`src/rtl/md_pkg.sv`:
```
`default_nettype none
// ============================================================================
//  Module      : md_pkg
//  Description : Shared opcode encoding, FSM state type and latency helpers
//                for the multiply/divide sequencing controller.
//  Revision    : 1.0 - initial release
// ============================================================================
package md_pkg;

    // Opcodes shared with the md datapath
    localparam logic [3:0] OP_NONE  = 4'd0;
    localparam logic [3:0] OP_MTLO  = 4'd1;
    localparam logic [3:0] OP_MTHI  = 4'd2;
    localparam logic [3:0] OP_DIVU  = 4'd3;
    localparam logic [3:0] OP_DIV   = 4'd4;
    localparam logic [3:0] OP_MULTU = 4'd5;
    localparam logic [3:0] OP_MULT  = 4'd6;
    localparam logic [3:0] OP_MFLO  = 4'd7;
    localparam logic [3:0] OP_MFHI  = 4'd8;
    localparam logic [3:0] OP_MADD  = 4'd9;

    // Controller state: RUN exactly while the latency counter is non-zero
    typedef enum logic [0:0] {
        ST_IDLE = 1'b0,
        ST_RUN  = 1'b1
    } md_state_t;

    // Counter width: enough bits for the longer latency, plus one
    function automatic int cnt_width(input int mul_cycles, input int div_cycles);
        int longest;
        longest = (mul_cycles > div_cycles) ? mul_cycles : div_cycles;
        return $clog2(longest) + 1;
    endfunction

    // Multi-cycle operations that occupy the unit
    function automatic logic is_long(input logic [3:0] op);
        return (op == OP_DIVU) || (op == OP_DIV) || (op == OP_MULTU) ||
               (op == OP_MULT) || (op == OP_MADD);
    endfunction

    // Single-cycle HI/LO moves
    function automatic logic is_mt(input logic [3:0] op);
        return (op == OP_MTLO) || (op == OP_MTHI);
    endfunction

    // Busy cycles for a long op; divides take the divide latency
    function automatic int latency(input logic [3:0] op, input int mul_cycles,
                                   input int div_cycles);
        return ((op == OP_DIVU) || (op == OP_DIV)) ? div_cycles : mul_cycles;
    endfunction

endpackage
`default_nettype wire

```
`src/rtl/md_lat_counter.sv`:
```
`default_nettype none
// ============================================================================
//  Module      : md_lat_counter
//  Description : Loadable down-counter with terminal-count flag (count == 1)
//                and synchronous clear. Stops at zero.
//  Revision    : 1.0 - initial release
// ============================================================================
module md_lat_counter #(
    parameter int WIDTH = 5
) (
    input  logic             clk,
    input  logic             reset,
    input  logic             clear,
    input  logic             load,
    input  logic [WIDTH-1:0] load_val,
    output logic             tc
);

    logic [WIDTH-1:0] r_cnt;

    // Clear beats load, load beats decrement; an empty counter stays at zero
    always_ff @(posedge clk) begin
        if (reset || clear) begin
            r_cnt <= '0;
        end else if (load) begin
            r_cnt <= load_val;
        end else if (r_cnt != '0) begin
            r_cnt <= r_cnt - WIDTH'(1);
        end
    end

    assign tc = (r_cnt == WIDTH'(1));

endmodule
`default_nettype wire

```
`src/rtl/md_ctrl.sv`:
```
`default_nettype none
// ============================================================================
//  Module      : md_ctrl
//  Description : Sequencing controller for the execute-stage multiply/divide
//                unit. Launches long ops, tracks their fixed latency, stalls
//                decode while busy, strobes the HI/LO commit at completion
//                and cancels in-flight work on flush.
//  Revision    : 1.0 - initial release
// ============================================================================
module md_ctrl
    import md_pkg::*;
#(
    parameter int MUL_CYCLES = 5,
    parameter int DIV_CYCLES = 10
) (
    input  logic        clk,
    input  logic        reset,
    input  logic [3:0]  op_d,
    input  logic [3:0]  op_e,
    input  logic [31:0] num_a,
    input  logic [31:0] num_b,
    input  logic        flush,
    output logic        xstall,
    output logic        busy,
    output logic [3:0]  dp_op,
    output logic [31:0] dp_a,
    output logic [31:0] dp_b,
    output logic        hilo_we,
    output logic        mt_we,
    output logic        cancelled,
    output logic        err
);

    localparam int c_CNT_W = cnt_width(MUL_CYCLES, DIV_CYCLES);

    md_state_t          r_state;
    logic [3:0]         r_dp_op;
    logic [31:0]        r_dp_a;
    logic [31:0]        r_dp_b;
    logic               r_cancelled;
    logic               r_err;

    logic               w_busy;
    logic               w_tc;
    logic               w_long_op;
    logic               w_mt_op;
    logic               w_launch;
    logic               w_clear;
    logic [c_CNT_W-1:0] w_load_val;

    assign w_busy     = (r_state == ST_RUN);
    assign w_long_op  = is_long(op_e);
    assign w_mt_op    = is_mt(op_e);
    assign w_launch   = !w_busy && w_long_op && !flush;
    assign w_clear    = flush;
    assign w_load_val = c_CNT_W'(latency(op_e, MUL_CYCLES, DIV_CYCLES));

    md_lat_counter #(
        .WIDTH    (c_CNT_W)
    ) u_lat_counter (
        .clk      (clk),
        .reset    (reset),
        .clear    (w_clear),
        .load     (w_launch),
        .load_val (w_load_val),
        .tc       (w_tc)
    );

    // Controller FSM with operand capture, cancel pulse and sticky error
    always_ff @(posedge clk) begin
        if (reset) begin
            r_state     <= ST_IDLE;
            r_dp_op     <= OP_NONE;
            r_dp_a      <= '0;
            r_dp_b      <= '0;
            r_cancelled <= 1'b0;
            r_err       <= 1'b0;
        end else begin
            r_cancelled <= w_busy && flush;
            if (w_busy && !flush && (w_long_op || w_mt_op)) begin
                r_err <= 1'b1;
            end
            if (r_state == ST_IDLE) begin
                if (w_launch) begin
                    r_state <= ST_RUN;
                    r_dp_op <= op_e;
                    r_dp_a  <= num_a;
                    r_dp_b  <= num_b;
                end
            end else begin
                // Flush or the last counted cycle both end the run
                if (flush || w_tc) begin
                    r_state <= ST_IDLE;
                end
            end
        end
    end

    // Conservative stall: any md op in decode waits while the unit is busy
    assign xstall    = w_busy && (op_d != OP_NONE);
    assign busy      = w_busy;
    assign hilo_we   = w_busy && w_tc && !flush;
    assign mt_we     = !w_busy && w_mt_op && !flush;
    assign dp_op     = r_dp_op;
    assign dp_a      = r_dp_a;
    assign dp_b      = r_dp_b;
    assign cancelled = r_cancelled;
    assign err       = r_err;

endmodule
`default_nettype wire

```
`config.mk`:
```
export PLATFORM = sky130hd
export DESIGN_NAME = md_ctrl
export DESIGN_NICKNAME = d
export VERILOG_FILES = /design/src/rtl/md_pkg.sv /design/src/rtl/md_lat_counter.sv /design/src/rtl/md_ctrl.sv
export SDC_FILE = /design/constraint.sdc
export NUM_CORES = 1
export LEC_CHECK = 0
export BUFFER_PORTS_ARGS = -buffer_cell sky130_fd_sc_hd__buf_4
export CAP_MARGIN = 20
export CORE_MARGIN = 4
export CORE_UTILIZATION = 25
export CTS_BUF_LIST = sky130_fd_sc_hd__clkbuf_8 sky130_fd_sc_hd__clkbuf_16
export CTS_CLUSTER_DIAMETER = 60
export DETAILED_ROUTE_END_ITERATION = 12
export PLACE_DENSITY = 0.48
export SETUP_SLACK_MARGIN = 0.1
export SYNTH_ARGS = -nofsm -noshare
export SYNTH_HDL_FRONTEND = slang
export SYNTH_SLANG_ARGS = --single-unit
export TNS_END_PERCENT = 100
```
`constraint.sdc`:
```
create_clock -name clk -period 2.6 [get_ports clk]
set_clock_uncertainty 0.05 [all_clocks]
set_input_delay 0.13 -clock clk [delete_from_list [all_inputs] [get_ports clk]]
set_output_delay 0.13 -clock clk [all_outputs]
set_load 0.005 [all_outputs]
```
== After elaboration in Yosys (flattened, before gate mapping) ==
Index checks and enable logic that the tools add are counted.
Widths: inputs -> output; s select.
Word-level totals
  register bits: 76
  latch bits: 0
  memory bits (writable): 0
  ROM bits: 0
  input port bits: 75
  output and inout bits: 74
  logic and storage cells: 47
  memories: 0
Cells by class
  $add $sub $neg: 1
  multiply operators: 0
  divide/modulo/power cells: 0
  magnitude comparators: 0
  eq/ne operators: 8
  shift-type cells: 0
  mux-type cells: 6
  bitwise operators: 1
  reduce and logical (&&, ||, !) cells: 24
Operators with widths (count)
  $eq 4x3->1 const B: 3
  $logic_and 1x1->1: 10
  $mux 5: 2
  $eq 4x2->1 const B: 2
  $logic_or 1x1->1: 8
  $eq 5x1->1 const B: 1
  $reduce_bool 5->1: 1
  $sub 5x1->5 const B: 1
  $eq 4x1->1 const B: 1
  $eq 4x4->1 const B: 1
  $mux 4: 1
  $reduce_bool 4->1: 1
  $mux 1: 3
  $logic_not 1->1: 2
  $reduce_and 2->1: 1
  $reduce_bool 2->1: 1
  $not 1->1: 1

== Depth between registers and ports, before layout ==
Gate-level depths: netlist of the first run.
  depth in word-level cells: 9
  gate-level depth with buffers: 7
  mapped depth without buffers: 6

== Cells and area by module ==
From an unflattened synthesis of the first run, not the netlist that was laid out.
Unflattened totals
  cell total of the unflattened synthesis: 361
  area total of the unflattened synthesis: 3572.2 sq um
Modules (own cells, without submodules)
  md_ctrl: instances 1, cells an instance 326, area an instance 3273.1 sq um, sequential area each 1421.4 sq um
  md_lat_counter: instances 1, cells an instance 35, area an instance 299.0 sq um, sequential area each 100.1 sq um

== Least setup slack after synthesis of the first run ==
Ideal clock, no wire load.
  kind: register -> register
  start point: register u_lat_counter.r_cnt[1]
  end point: register u_lat_counter.r_cnt[1]
  library setup time: 0.103 ns
  arrival time: 1.495 ns
  required time: 2.447 ns
  slack: 0.952 ns
  stages on the path, launching flop included: 7
  buffers on the path: 0
  clock period less this slack: 1.648 ns
  path through: dfxtp_1 -> inv_1 -> ha_1 -> or4b_1 -> nand2_1 -> a21oi_1 -> a2111oi_2
On the way
  cells in the longest elaborated chain, start to end: 3
  elaborated cells between the ends (all ways): 5
  classes of those cells: 1 x add/sub; 2 x mux; 2 x reduce/logical
Ends and longest elaborated chain
  start: declaration: RTL line md_lat_counter.sv:19  | logic [WIDTH-1:0] r_cnt;
  start signal: assignment: RTL line md_lat_counter.sv:26  | r_cnt <= load_val;
  start signal: assignment: RTL line md_lat_counter.sv:28  | r_cnt <= r_cnt - WIDTH'(1);
  $sub 5x1->5: RTL line md_lat_counter.sv:28
  $mux 5: RTL line md_lat_counter.sv:27  | end else if (r_cnt != '0) begin
  $mux 5: RTL line md_lat_counter.sv:25  | end else if (load) begin
Several ways; a longest one is shown, not always the timed one. The select of a mux whose other input is x is not followed.
A chain may end at the register's enable or synchronous reset.

== Worst setup path after layout of the first run ==
  start point: register r_state, in the netlist busy
  end point: register u_lat_counter.r_cnt[1]
On the way
  cells in the longest elaborated chain, start to end: 4
  elaborated cells between the ends (all ways): 5
  classes of those cells: 1 x mux; 4 x reduce/logical
Ends and longest elaborated chain
  start: declaration: RTL line md_ctrl.sv:36  | md_state_t r_state;
  start signal: assignment: RTL line md_ctrl.sv:72  | r_state <= ST_IDLE;
  start signal: assignment: RTL line md_ctrl.sv:85  | r_state <= ST_RUN;
  start signal: assignment: RTL line md_ctrl.sv:93  | r_state <= ST_IDLE;
  $logic_not 1->1 *: RTL line md_ctrl.sv:54  | assign w_launch = !w_busy && w_long_op && !flush;
  $logic_and 1x1->1 * (2 in series): RTL line md_ctrl.sv:54
  $mux 5 / $reduce_bool 2->1 (equally long branches)
Every way passes the cells marked *; elsewhere a longest branch is shown, timed or not.

==> out/results.txt, run 1 <==
Crit path required time = 2.76 ns
worst skew pair latency = 0.32 ns
post-synthesis cell type count = 33
fmax = 499.2 MHz
critical path capture point type = register
Synth Instances = 355
Worst Hold Depth = 3
PD cells = 581.2 mW/mm^2
outcome = finished clean
hold_buf cts = 58
post-CTS sizing = 0
Slew Limit Fails = 0
Top Ports = 149
vias in the first global route = 2958
Slew Limit Headroom = 57.03%
GR Util All Layers = 13.78%
internal power = 2.189 mW
# rows = 38
drc violations = 0
layout cells sized above 1 = 30.69%
Max rail drop VDD = 0.0003370 V
Post CTS Setup Buffer Count = 0
Post-DP HPWL = 6065 um
largest net degree at the start of global routing = 58
R2R setup slack = 0.60 ns
Syn. warnings = 0
Final nets = 626
clk slew on worst S/H paths = 0.06 ns
Vias/cell = 4.398
Max Cap Viol = 0
Psw = 0.6752 mW
post-layout util = 44.86%
CTS tree = done
Synth Flop Type = dfxtp_1
fillers = 1085
antenna cells = 0
setup violators final = 0
clock share of power = 40.4%
Critical R2R Capture = u_lat_counter.r_cnt[1]$_SDFFE_PP0P_
H-tree Lvls = 3
Port Buffers = 148
Synth Net Count = 432
post-synthesis async set-or-reset flop share = 0%
Avg Inst Size Synth = 8.039 um^2
Area growth syn-to-layout = 72.64%
1st-iter DRT viols = 130
Sequential Area = 0.001521 mm^2
Hold EP = dp_a[17]$_SDFFE_PP0P_
Core Box Area = 0.01098 mm^2
CTS Buffer Depth = 2
routed via count = 3052
min-delay src = num_a[17]
TritonRoute pass-1 iters = 4
RSZ-0062 raised after global routing = false
largest fanout on the critical path = 17
Post-DRT Antenna Nets = 0
Critical Path Start Type = register
combinational group share of total power = 15.9%
switching share of power = 23.58%
R2R cell count = 4
Tcrit/Tclk final = 77.04%
Die Span X = 114.8 um
final hold violation count = 0
Worst Max-Slew Pin Slew = 0.6445 ns
grt ovf = 0
initial core utilization = 25.99%
area of the multi-input gates = 0.001206 mm^2
worst path arrival time = 2.16 ns
Placer Congestion = 0.7107
chip height = 114.8 um
Worst Hold Class = input port to register
#FFs+latches synth = 76
antenna violations before repair = 0
Wirelength per Cell = 13.33 um
LEAKAGE = 2.098 nW
Post-synth EDFFs = 0
sequential element share of the synthesized area = 53.31%
Inserted Clock Buffers = 9
CTS root buffer = clkbuf_16
register share of total power = 43.8%
Final TNS setup = 0 ns
first-pass GRT wire length = 14470 um
mapped cell area = 0.002854 mm^2
CP Class = register to register
clk sink count = 76
fin crit period = 2.003 ns
DIE AREA = 0.01319 mm^2
final wirelength = 9250 um
RR Startpoint = busy$_SDFF_PP0_
==> worst max-delay path, stage by stage, from the launching register on <==
cell,delay [ns]
dfxtp_1,0.39
nor3_2,0.34
a32o_2,0.52
nor2_1,0.17
a2111oi_2,0.41
==> state kept, by name, summed over array words and instances, names as in the netlist <==
signal,count
busy,1
u_lat_counter.r_cnt,5
dp_op,4
dp_a,32
cancelled,1
dp_b,32
err,1
==> cell usage after synthesis, drive strengths merged (2+ instances only) <==
cell type,count,area (um^2)
nor2,7,26.28
nor2b,2,12.51
or3,2,12.51
xor2,2,17.52
ha,2,25.02
clkbuf,11,41.29
a32o,2,20.02
a21oi,71,355.3
dfxtp,76,1521
inv,2,7.510
buf,16,90.09
nand2,139,521.8
a32oi,2,25.03
nor3,5,30.03
==> layout by cell type (no fill, tap or decap), types with 3 or more instances in the layout <==
master         count
a21oi_1           71
buf_4            151
clkbuf_16          9
clkbuf_8           3
dfxtp_1           76
dlygate4sd3_1     58
inv_1              5
nand2_1          139
nor2_1             7
nor3_1             4
==> power by group through the flow <==
stage	registers, mW	clock network [mW]	logic [mW]
floorplan	1.28	0	0.177
global placement	1.28	0	0.383
detailed placement	1.28	0	0.388
CTS	1.25	1.21	0.458
global route	1.26	1.26	0.501
finish	1.25	1.16	0.454
==> through the flow <==
stage / setup slack, ns / hold slack, ns / area, um^2 / power [mW] / cells
floorplan: 0.9516 / 0.2160 / 2854 / 1.456 / 355
global placement: 0.7322 / 0.3269 / 4064 / 1.660 / 620
detailed placement: 0.5820 / 0.3350 / 4064 / 1.666 / 620
CTS: 0.5660 / 0.0008998 / 4927 / 2.923 / 694
global route: 0.4898 / 0.007551 / 4927 / 3.021 / 694
finish: 0.5969 / 0.01133 / 4927 / 2.864 / 694
==> logic make-up after synthesis <==
| family | Yosys count | synth area share, % |
|---|---|---|
| and+or+nand+nor | 163 | 23.76 |
| AOI/OAI and AO/OA | 82 | 16.26 |
| DFF | 76 | 53.31 |
| buffers and inverters | 29 | 4.867 |
| xor gates and xnor gates | 3 | 0.9208 |
| adders and majority gates | 2 | 0.8767 |
==> metal layers <==
metal  up-vias  routed length [um]  GRT usage (%)
met4         0                 167          6.025
li1       1555                   -              -
met5         -                   0              0
met3        13                 730          4.263
met2       100                4374          23.15
met1      1384                3977          16.19
==> how the worst max path moves through the flow <==
stage,start,endpoint,slack [ns]
finish,busy$_SDFF_PP0_,u_lat_counter.r_cnt[1]$_SDFFE_PP0P_,0.60
global route,busy$_SDFF_PP0_,u_lat_counter.r_cnt[1]$_SDFFE_PP0P_,0.49
CTS,busy$_SDFF_PP0_,u_lat_counter.r_cnt[1]$_SDFFE_PP0P_,0.57
detailed placement,busy$_SDFF_PP0_,u_lat_counter.r_cnt[1]$_SDFFE_PP0P_,0.58
global placement,busy$_SDFF_PP0_,u_lat_counter.r_cnt[1]$_SDFFE_PP0P_,0.73
floorplan,u_lat_counter.r_cnt[1]$_SDFFE_PP0P_,u_lat_counter.r_cnt[1]$_SDFFE_PP0P_,0.95
==> final cells by class <==
cell class                 count  share of cell area [%]
timing repair buffer         210                   35.20
sequential                    76                   30.88
multi-input combinational    250                   24.48
clock buffer                  12                   5.409
tap                          140                   3.555
clock inverter                 4                  0.3301
inverter                       2                  0.1524
(Power assumes the default switching activity.)
==> run 2, diff against run 1 <==
- ABC_AREA: default -> 1
- PLACE_DENSITY: 0.48 -> 0.49
- clock period: 2.6 -> 1.6 ns (I/O delays scaled with it)
==> run 2 against run 1 <==
Global-route usage down 0.40 points. Largest power group unchanged. Cell count up 6.9%. Critical path depth up 1. Non-clock buffer count up 15. Sequential share of layout area down 2.0 points. Core utilization down 0.84 points. Highest routed layer unchanged.
==> out/results.txt, run 2 <==
Placer Congestion = 0.7331
CTS root buffer = clkbuf_16
DIE AREA = 0.01404 mm^2
post-route insts no fill = 742
worst skew pair latency = 0.32 ns
Yosys top cell area share = 49.86%
grt ovf = 0
Top Ports = 149
Worst Hold Class = input port to register
leading cell types in the layout, fill and taps excluded = buf_4 (154), nand2_1 (123), dfxtp_1 (76)
#FFs+latches synth = 76
Crit path required time = 1.47 ns
outcome = finished clean
# rows = 40
drc violations = 0
CP max-delay cell = dfxtp_1
CP Class = register to output pin
mapped cell area = 0.003052 mm^2
ranking of synthesized cells by area = dfxtp_1 (50%), nand2_1 (15%), a21oi_2 (8.6%), a21oi_1 (7.1%), nand2_2 (6.4%)
antenna cells = 0
Core Box Area = 0.01196 mm^2
TritonRoute pass-1 iters = 4
Port Buffers = 148
Synth Instances = 377
Slew Limit Fails = 0
worst path arrival time = 1.27 ns
CP peak stage delay = 0.31 ns
commonest non-fill, non-tap cell in the layout = buf_4
internal power = 3.594 mW
PnR Total Power = 4.733 mW
1st-iter DRT viols = 97
worst path cell trace = inv_1, ha_1, nand3_1, nor3_1, buf_4
post-synthesis cell type count = 20
Largest delay share family, worst path = flip-flops
Vias/cell = 4.252
Inserted Clock Buffers = 9
Post-synth top cells = nand2_1 (123), dfxtp_1 (76), a21oi_1 (43)
Post-synth EDFFs = 0
Slew Limit Headroom = 71.72%
post-synthesis async set-or-reset flop share = 0%
Max rail drop VDD = 0.0004176 V
vias in the first global route = 3184
sequential element share of the synthesized area = 49.86%
chip height = 118.5 um
Area growth syn-to-layout = 72.57%
critical path capture point type = output pin
Psw = 1.139 mW
R2R setup slack = 0.27 ns
Crit. Startpoint = u_lat_counter.r_cnt[1]$_SDFFE_PP0P_
Synth Net Count = 454
Wirelength per Cell = 12.58 um
clk sink count = 76
RSZ-0062 raised after global routing = false
fmax = 712.7 MHz
Die Span X = 118.5 um
clock share of power = 39.8%
register share of total power = 43.0%
Critical Path Start Type = register
setup violators final = 0
LEAKAGE = 2.255 nW
CTS Buffer Depth = 2
fin crit period = 1.403 ns
Worst Max-Slew Pin Slew = 0.4243 ns
layout cells sized above 1 = 39.33%
RR Startpoint = u_lat_counter.r_cnt[0]$_SDFFE_PP0P_
final hold violation count = 0
GR Util All Layers = 13.38%
Final TNS setup = 0 ns
Avg Inst Size Synth = 8.095 um^2
initial core utilization = 25.51%
Hold Slack = 0.04575 ns
most numerous cell in the Yosys netlist = nand2_1
combinational group share of total power = 17.2%
routed via count = 3155
Syn. warnings = 0
CTS tree = done
largest fanout on the critical path = 3
first-pass GRT wire length = 15390 um
Final nets = 667
Post-DP HPWL = 6194 um
WP buf/inv = 2
leading area contributor after synthesis = dfxtp_1
min-delay src = flush
antenna violations before repair = 0
switching share of power = 24.06%
Synth Flop Type = dfxtp_1
Post-Place Cells = 657
Post-DRT Antenna Nets = 0
Max Cap Viol = 0
H-tree Lvls = 3
clk slew on worst S/H paths = 0.05 ns
PD cells = 898.8 mW/mm^2
largest net degree at the start of global routing = 51
Tcrit/Tclk final = 87.69%
final wirelength = 9338 um
[run 2: timing repair]
item                                    CTS  global route
gates resized for setup                   1             2
hold endpoints to repair                 69             0
buffers inserted                          0             0
endpoints found under the setup margin    1             6
hold buffers                             69             0
[run 2: final timing paths]
kind / endpoint / cells after the start
worst min-delay path: busy$_SDFF_PP0_ / 4
worst max register to register: u_lat_counter.r_cnt[2]$_SDFFE_PP0P_ / 5
worst min register to register: u_lat_counter.r_cnt[4]$_SDFFE_PP0P_ / 2
worst max-delay path: hilo_we / 5
[run 2: cell families after synthesis]
| group | after synthesis | synth area share [%] |
|---|---|---|
| buffers and inverters | 36 | 6.478 |
| xor gates and xnor gates | 2 | 0.5741 |
| DFF | 76 | 49.86 |
| adders and majority gates | 2 | 0.8199 |
| AOI/OAI and AO/OA | 78 | 16.56 |
| and+or+nand+nor | 183 | 25.71 |
[run 2: worst reg2reg max path, cell delays in order, from the launching register on]
cell and delay [ns]:
dfxtp_1 0.31, inv_1 0.13, ha_1 0.25, nand3_1 0.18, o21ai_1 0.23, nor2_1 0.07
[run 2: through the flow]
step	setup WS [ns]	cell area (um^2)	utilization [%]
6_report	0.1969	5266	44.03
4_1_cts	0.1447	5264	44.01
3_5_place_dp	0.1543	4288	35.85
5_1_grt	0.1014	5266	44.03
3_3_place_gp	0.1965	4288	35.85
2_1_floorplan	0.3667	3052	-
[run 2: metal layers]
| layer | GRT usage (%) | wire length (um) |
|---|---|---|
| met1 | 15.93 | 3997 |
| met2 | 22.90 | 4680 |
| met3 | 3.828 | 542 |
| met4 | 4.924 | 117 |
| met5 | 0 | 0 |
[run 2: final cells by class]
class,count,area (um^2)
well taps,147,183.9
repair buffers,225,1887
multi-input cells,265,1343
fillers,1166,6695
inverters,13,48.80
clock buffers,12,266.5
clock inverters,4,16.27
flip-flops and latches,76,1521
[run 2: power groups by stage]
stage          registers, mW  clock network, mW  logic [mW]
2_1_floorplan           2.08                  0       0.341
3_3_place_gp            2.07                  0       0.677
3_5_place_dp            2.08                  0       0.683
4_1_cts                 2.04               1.96       0.821
5_1_grt                 2.05               2.05       0.903
6_report                2.04               1.88       0.813
